### config.mk
export PLATFORM = sky130hd
export DESIGN_NAME = demux1x4_stream
export DESIGN_NICKNAME = d
export VERILOG_FILES = /design/src/rtl/demux_pkg.sv /design/src/rtl/demux_slot.sv /design/src/rtl/demux1x4_stream.sv
export SDC_FILE = /design/constraint.sdc
export NUM_CORES = 1
export LEC_CHECK = 0
export CORE_ASPECT_RATIO = 2
export CORE_MARGIN = 2
export CORE_UTILIZATION = 42
export CTS_CLUSTER_DIAMETER = 120
export DETAILED_ROUTE_END_ITERATION = 8
export PLACE_DENSITY_LB_ADDON = 0.05
export SETUP_SLACK_MARGIN = 0.15
export SLEW_MARGIN = 30
export SYNTH_ARGS = -nofsm -noshare
export SYNTH_HDL_FRONTEND = slang
export SYNTH_SLANG_ARGS = --single-unit
### constraint.sdc
create_clock -name clk -period 2.3 [get_ports clk]
set_clock_uncertainty 0.05 [all_clocks]
set_input_delay 0.46 -clock clk [delete_from_list [all_inputs] [get_ports clk]]
set_output_delay 0.46 -clock clk [all_outputs]
set_load 0.02 [all_outputs]
### src/rtl/demux_pkg.sv
`default_nettype none
// ============================================================================
// Module      : demux_pkg
// Description : Shared constants and types for the 1-to-4 stream demux.
//               N_CH  - number of output channels
//               SEL_W - width of the channel select
//               CNT_W - width of each per-channel accepted-word counter
//               sel_t - channel select type
// Revision    : 1.0 - initial release
// ============================================================================
package demux_pkg;
  localparam int N_CH  = 4;
  localparam int SEL_W = 2;
  localparam int CNT_W = 8;

  typedef logic [SEL_W-1:0] sel_t;
endpackage
`default_nettype wire

### src/rtl/demux_slot.sv
`default_nettype none
// ============================================================================
// Module      : demux_slot
// Description : One-entry register stage for a single demux output channel.
// Ports       : clk, rst_n  - clock, asynchronous active-low reset
//               load        - write data_in into the slot this edge
//               data_in     - word to store
//               ready       - consumer accepts the held word this edge
//               valid       - slot holds an undelivered word
//               data        - held word (keeps last value after draining)
// Revision    : 1.0 - initial release
// ============================================================================
module demux_slot #(
  parameter int DW = 8
) (
  input  logic          clk,
  input  logic          rst_n,
  input  logic          load,
  input  logic [DW-1:0] data_in,
  input  logic          ready,
  output logic          valid,
  output logic [DW-1:0] data
);

  // A load has priority over a drain so a simultaneous drain/load keeps
  // valid high with the new word and leaves no bubble.
  always_ff @(posedge clk or negedge rst_n) begin
    if (!rst_n) begin
      valid <= 1'b0;
      data  <= '0;
    end else if (load) begin
      valid <= 1'b1;
      data  <= data_in;
    end else if (valid && ready) begin
      valid <= 1'b0;
    end
  end

endmodule
`default_nettype wire

### src/rtl/demux1x4_stream.sv
`default_nettype none
// ============================================================================
// Module      : demux1x4_stream
// Description : Registered 1-to-4 stream demultiplexer. Each input word is
//               steered by in_sel into one of four one-entry channel slots,
//               each with its own valid/ready handshake. A stalled channel
//               only blocks words addressed to it.
// Ports       : clk, rst_n          - clock, asynchronous active-low reset
//               in_data/in_sel      - input word and destination channel
//               in_valid/in_ready   - input handshake
//               out_data            - channel k in [k*DW +: DW]
//               out_valid/out_ready - per-channel output handshake
//               acc_cnt             - per-channel accepted-word counters,
//                                     channel k in [k*8 +: 8]
// Config      : DEMUX1X4_STREAM_CNT_EN - when defined, acc_cnt counts input
//               transfers per channel (8-bit, wrapping); otherwise it is 0.
// Revision    : 1.0 - initial release
// ============================================================================
module demux1x4_stream
  import demux_pkg::*;
#(
  parameter int DW = 8
) (
  input  logic                  clk,
  input  logic                  rst_n,
  input  logic [DW-1:0]         in_data,
  input  logic [SEL_W-1:0]      in_sel,
  input  logic                  in_valid,
  output logic                  in_ready,
  output logic [N_CH*DW-1:0]    out_data,
  output logic [N_CH-1:0]       out_valid,
  input  logic [N_CH-1:0]       out_ready,
  output logic [N_CH*CNT_W-1:0] acc_cnt
);

  sel_t            sel;
  logic [N_CH-1:0] load;

  assign sel = in_sel;

  // Ready depends only on the addressed channel, never on in_valid, so a
  // source that redirects in_sel sees the new channel's state immediately.
  assign in_ready = ~out_valid[sel] | out_ready[sel];

  generate
    for (genvar k = 0; k < N_CH; k++) begin : g_slot
      assign load[k] = in_valid && in_ready && (sel == sel_t'(k));

      demux_slot #(
        .DW (DW)
      ) u_slot (
        .clk     (clk),
        .rst_n   (rst_n),
        .load    (load[k]),
        .data_in (in_data),
        .ready   (out_ready[k]),
        .valid   (out_valid[k]),
        .data    (out_data[k*DW +: DW])
      );
    end
  endgenerate

`ifdef DEMUX1X4_STREAM_CNT_EN
  generate
    for (genvar k = 0; k < N_CH; k++) begin : g_cnt
      logic [CNT_W-1:0] cnt;

      always_ff @(posedge clk or negedge rst_n) begin
        if (!rst_n) begin
          cnt <= '0;
        end else if (load[k]) begin
          cnt <= cnt + 1'b1;
        end
      end

      assign acc_cnt[k*CNT_W +: CNT_W] = cnt;
    end
  endgenerate
`else
  assign acc_cnt = '0;
`endif

endmodule
`default_nettype wire
==> results of run 1 <==
critical path: stages:
cell and delay, ps:
clkdlybuf4s50_1 400, nand2b_4 140, mux4_2 470, buf_6 150
state kept, by name, summed over array words and instances, names as in the netlist:
name	count
g_slot.u_slot.valid	4
g_slot.u_slot.data	32
cell families after synthesis:
family | after synthesis
mux | 33
compound gates | 1
other cells | 1
buf+inv | 38
simple gates | 15
flops | 36
layout by cell type, fill, tap and decap left out, types with 2 or more instances in the layout:
cell type,n
nor2b_1,2
conb_1,32
buf_4,9
nand2_1,5
clkbuf_8,6
clkbuf_1,2
nand2b_4,4
dfrtp_1,36
mux2_2,32
dlymetal6s2s_1,2
clkdlybuf4s50_1,49
timing repair:
item	CTS	global route
endpoints found under the setup margin	1	1
endpoints found under the hold margin	0	0
setup buffers	0	2
resized for setup	7	5
cell type report:
class                   count  area (µm²)
clock buffers               8        90.1
fillers                   332        1530
well taps                  51        63.8
flip-flops and latches     36         901
multi-input cells          81         636
repair buffers             63         619
synthesized netlist by cell type:
master / instances
conb_1: 1
nand3_1: 1
and3_1: 1
nand2b_1: 4
buf_4: 38
nor3b_4: 1
o21ai_0: 1
mux2_2: 32
nand3b_2: 1
nor2b_1: 2
nand2_1: 5
mux4_2: 1
dfrtp_1: 36
how the worst max path moves through the flow:
stage               depth (start not counted)       end  slack (ps)    startpoint
finish                                      4  in_ready         170  out_ready[3]
detailed placement                          4  in_ready        -230  out_ready[3]
global placement                            4  in_ready        -240  out_ready[3]
global route                                4  in_ready         130  out_ready[0]
floorplan                                   2  in_ready         640  out_ready[0]
CTS                                         4  in_ready         150  out_ready[3]
routing by layer:
layer | vias to the layer above | GRT usage
met5 | - | 0
met4 | 0 | 0.100
met3 | 8 | 0.0415
met2 | 48 | 0.264
met1 | 518 | 0.171
li1 | 475 | -
power groups by stage:
stage / clock network [mW] / logic [mW] / registers (mW)
after floorplan: 0 / 0.235 / 0.977
after global placement: 0 / 0.669 / 0.831
after detailed placement: 0 / 0.672 / 0.839
after CTS: 0.466 / 0.676 / 0.829
after global routing: 0.494 / 0.712 / 0.846
final: 0.450 / 0.675 / 0.828
per-stage QoR:
stage                     worst slack (ps)   util  total power [mW]
final                                  166  0.601              1.95
after floorplan                        640      -              1.21
after detailed placement              -234  0.564              1.51
after CTS                              150  0.590              1.97
after global routing                   125  0.601              2.05
after global placement                -241  0.564              1.50
==> flow_summary_export.csv, run 1 <==
group,metric,value,unit
synthesis,synth_compound_area_frac,0.00299,
detailed_routing,routed.top_layer,"met4",
sta,hold_viol_final,0,
grt,antenna_found_initial,0,
worst_hold_path,hp-class,"in -> async",
critical_path,reg2reg_slack,800,ps
grt,grt_pass1_vias,1074,
detailed_routing,wl_met1,1240,µm
floorplan,die_y,93.3,µm
synthesis,synth_top_cell_area_share,0.538,
detailed_routing,drtIter0Drc,8,
pwr,leakage,1.06,nW
synthesis,synth_fa_ha_area_frac,0,
sta,drv_slew,0,
grt,gr-total-overflow,0,
pwr,peakVddDrop,0.673,mV
synthesis,yosys.area_share.xor_xnor,0,
synthesis,yosysTopAreaCell,"dfrtp_1",
pwr,p_clk_frac,0.230,
detailed_routing,dr.pass1.iters,4,
grt,grt_use_total,0.156,
pwr,p_seq_frac,0.424,
grt,grt_max_degree,37,
detailed_routing,vias,1049,
critical_path,rr_endpoint,"g_slot[0].u_slot.data[6]$_DFFE_PN0P_",
critical_path,criticalPathCategory,"in -> out",
sta,period_needed,2130,ps
synthesis,synth-seq-cells,36,
pwr,comb_power_share,0.346,
clock_tree,cts_made_buffers,5,
clock_tree,clk_pin_slew,70,ps
synthesis,syn-instance-count,124,
floorplan,ioPinCount,86,
synthesis,ys_seq_area_frac,0.538,
critical_path,start_kind,"primary input",
placement,routabilityCongestion,0.675,
detailed_routing,routed_via_density,4.39,
detailed_routing,wl_per_cell,14.1,µm
pwr,switching_share,0.309,
clock_tree,htreeDepth,2,
detailed_routing,drt-total-wl,3360,µm
synthesis,synth.area.top_cells,"dfrtp_1 (54%), mux2_2 (22%), buf_4 (17%)",
pwr,power_density,845,mW/mm²
pwr,intPower,1.35,mW
sta,max_freq,469,MHz
synthesis,synth_area,0.00168,mm²
floorplan,dieArea,0.00454,mm²
floorplan,core-area,0.00384,mm²
detailed_routing,dr_wl_met3,182,µm
critical_path,crit_path_max_fanout,2,
sta,whs,212,ps
finish,design_area,0.00231,mm²
sta,setup_viol,0,
synthesis,synth_top_family_by_area,"multiplexers",
finish,final_cells,239,
floorplan,start_util,0.436,
finish,n_antenna_cell,0,
synthesis,ys.warnings.count,0,
placement,port_buffers,53,
floorplan,die_x,48.7,µm
clock_tree,hold_buffers,0,
placement,dpl.hpwl,2460,µm
placement,placed_area,0.00217,mm²
sta,tns,0,ps
sta,tightest_slew,803,ps
run,drv_cap,0,
floorplan,rows,32,
critical_path,r2r-start,"g_slot[0].u_slot.valid$_DFFE_PN0P_",
critical_path,cp-end-kind,"output pin",
synthesis,synth_mux_area_frac,0.229,
detailed_routing,ant_nets,0,
finish,layout-drive-gt1-share,0.303,
placement,place_inst,229,
synthesis,syn_area_per_cell,13.5,µm²
finish,synthToLayoutAreaGrowth,37.9,%
clock_tree,cts.sink_count,36,
clock_tree,tritoncts,"done",
sta,period_share,0.928,
clock_tree,clockRootBuffer,"clkbuf_8",
clock_tree,clockBufferDepth,2,
clock_tree,clk_latency,280,ps
outcome,status,"completed",
detailed_routing,drcViolationCount,0,
pwr,p_sw,604,µW
synthesis,synthSimpleGateAreaFrac,0.0583,
sta,slew_headroom,0.465,
critical_path,arrival,1620,ps
finish,nNetsFinal,204,
grt,grt_first_pass_wirelength,5260,µm
critical_path,required,1790,ps
detailed_routing,met2_wirelength,1830,µm
critical_path,reg2regPathDepth,5,
sta,rsz0062_at_grt,"no",
synthesis,synthDistinctLibCells,13,
Power figures use the tool's default switching activity.
==> inputs of run 2 (changes only) <==
--- a/config.mk
+++ b/config.mk
@@ -5,7 +5,6 @@
 export SDC_FILE = /design/constraint.sdc
 export NUM_CORES = 1
 export LEC_CHECK = 0
-export CORE_ASPECT_RATIO = 2
 export CORE_MARGIN = 2
 export CORE_UTILIZATION = 42
 export CTS_CLUSTER_DIAMETER = 120
==> run 2 against run 1 <==
Cell count decreased by 1.7%. Flip-flop and latch count unchanged. Worst hold slack got worse by 10 ps. Sequential power decreased by 0.7%. Clock power increased by 5.8%. Combinational power about the same. Global-route usage increased by 0.43 points. Clock-buffer cell count decreased by 1. Utilization increased by 1.1 points. Routed wire length decreased by 2.6%. Highest routed layer unchanged.
==> flow_summary_export.csv, run 2 (synthesis gave the netlist of run 1 again) <==
group,metric,value,unit
finish,largest_reg_flops,32,
finish,fill_cells,312,
clock_tree,clk_pin_slew,60,ps
sta,drv_slew,0,
critical_path,crit_path_max_incr_delay,480,ps
floorplan,dieArea,0.00451,mm²
sta,hold_viol_final,0,
finish,largest_registers,"g_slot.u_slot.data: 32 flops, g_slot.u_slot.valid: 4 flops",
sta,period_needed,2140,ps
detailed_routing,drcViolationCount,0,
finish,layout-drive-gt1-share,0.305,
finish,final_cell_mix,"clkdlybuf4s50_1 (50), dfrtp_1 (36), mux2_2 (32), conb_1 (32), buf_4 (10)",
pwr,leakage,1.04,nW
critical_path,criticalPathCategory,"in -> out",
critical_path,path_delay_family,"buffers and inverters",
detailed_routing,ant_nets,0,
detailed_routing,vias,1033,
detailed_routing,dr.pass1.iters,3,
clock_tree,clk_latency,280,ps
clock_tree,clockRootBuffer,"clkbuf_8",
sta,whs,202,ps
clock_tree,tritoncts,"done",
pwr,peakVddDrop,0.539,mV
run,drv_cap,0,
critical_path,crit_cells,4,
finish,ff_latch_area,901,µm²
grt,grt_pass1_vias,1025,
floorplan,die_y,67.2,µm
sta,layout_setup_ws,162,ps
clock_tree,cts_made_buffers,5,
critical_path,slowest_stage,"mux4_2",
detailed_routing,drt-total-wl,3270,µm
sta,rsz0062_at_grt,"no",
finish,n_antenna_cell,0,
sta,period_share,0.930,
clock_tree,cts.sink_count,36,
detailed_routing,routed_via_density,4.40,
pwr,power_density,861,mW/mm²
floorplan,core-area,0.00374,mm²
grt,antenna_found_initial,0,
finish,final_common_cell,"clkdlybuf4s50_1",
clock_tree,clockBufferDepth,2,
critical_path,reg2regPathDepth,6,
grt,grt_use_total,0.161,
floorplan,ioPinCount,86,
floorplan,die_x,67.2,µm
critical_path,arrival,1630,ps
outcome,status,"completed",
finish,multi_input_area,628,µm²
critical_path,cp-end-kind,"output pin",
critical_path,required,1790,ps
clock_tree,htreeDepth,2,
grt,grt_max_degree,37,
finish,synthToLayoutAreaGrowth,36.7,%
floorplan,start_util,0.448,
finish,top_register,"g_slot.u_slot.data",
grt,gr-total-overflow,0,
critical_path,crit_path_max_fanout,2,
critical_path,start_kind,"primary input",
grt,grt_first_pass_wirelength,5070,µm
detailed_routing,wl_per_cell,13.9,µm
critical_path,worstPathCellList,"clkdlybuf4s50_1 > nand2b_4 > mux4_2 > buf_6",
floorplan,rows,22,
placement,routabilityCongestion,0.668,
placement,dpl.hpwl,2270,µm
placement,dp_slack,-258,ps
finish,nNetsFinal,204,
sta,max_freq,468,MHz
detailed_routing,drtIter0Drc,27,
sta,tightest_slew,785,ps
sta,setup_viol,0,
sta,slew_headroom,0.477,
critical_path,critPathBufInv,2,
worst_hold_path,hp-class,"in -> async",
placement,port_buffers,53,
-- run 2: path summary, 6_finish.rpt --
check / start / to / slack (ps)
max in group asynchronous: rst_n / g_slot[3].u_slot.data[3]$_DFFE_PN0P_ / 1500
min in group clk: g_slot[3].u_slot.data[6]$_DFFE_PN0P_ / g_slot[3].u_slot.data[6]$_DFFE_PN0P_ / 450
setup / recovery: out_ready[3] / in_ready / 160
hold reg to reg: g_slot[3].u_slot.data[6]$_DFFE_PN0P_ / g_slot[3].u_slot.data[6]$_DFFE_PN0P_ / 450
hold / removal: rst_n / g_slot[0].u_slot.data[1]$_DFFE_PN0P_ / 200
setup reg to reg: g_slot[2].u_slot.valid$_DFFE_PN0P_ / g_slot[2].u_slot.data[0]$_DFFE_PN0P_ / 720
-- run 2: per-layer routing --
metal | part of all wire | global-route usage | vias to the layer above
met1 | 0.43 | 0.208 | 510
met4 | 0.016 | 0.0612 | 0
met5 | 0 | 0 | -
met2 | 0.48 | 0.240 | 46
met3 | 0.075 | 0.0683 | 5
li1 | - | - | 472
-- run 2: layout make-up --
| class | instances | share of cell area |
|---|---|---|
| sequential | 36 | 0.393 |
| timing repair buffer | 63 | 0.264 |
| clock buffer | 7 | 0.0421 |
| multi-input combinational | 81 | 0.274 |
| tap | 48 | 0.0262 |
-- run 2: repair_timing --
item / CTS / global route
endpoints found under the setup margin: 1 / 1
gates cloned: 0 / 0
hold buffers: 0 / 0
setup buffers: 1 / 1
resized for setup: 9 / 1
-- run 2: report_power, final --
| part | total (mW) | switching, mW | internal [mW] |
|---|---|---|---|
| clock network | 0.476 | 0.210 | 0.266 |
| registers | 0.822 | 0.0640 | 0.758 |
| logic | 0.673 | 0.329 | 0.344 |
| total | 1.97 | 0.602 | 1.37 |
-- run 2: worst register-to-register path, cell delays in order, from the launching register on --
cell      delay [ps]
dfrtp_1          410
nand2b_4          80
buf_4             90
buf_4            100
nor3b_4          170
buf_4            220
mux2_2           360
-- run 2: stage by stage --
stage	setup TNS (ps)	utilization	std cells	instance area [µm²]	power (mW)
3_3_place_gp	-234	0.575	226	2150	1.49
6_report	0	0.612	235	2290	1.97
5_1_grt	0	0.612	235	2290	2.08
2_1_floorplan	0	-	155	1790	1.21
4_1_cts	0	0.609	234	2280	1.99
3_5_place_dp	-258	0.575	226	2150	1.51
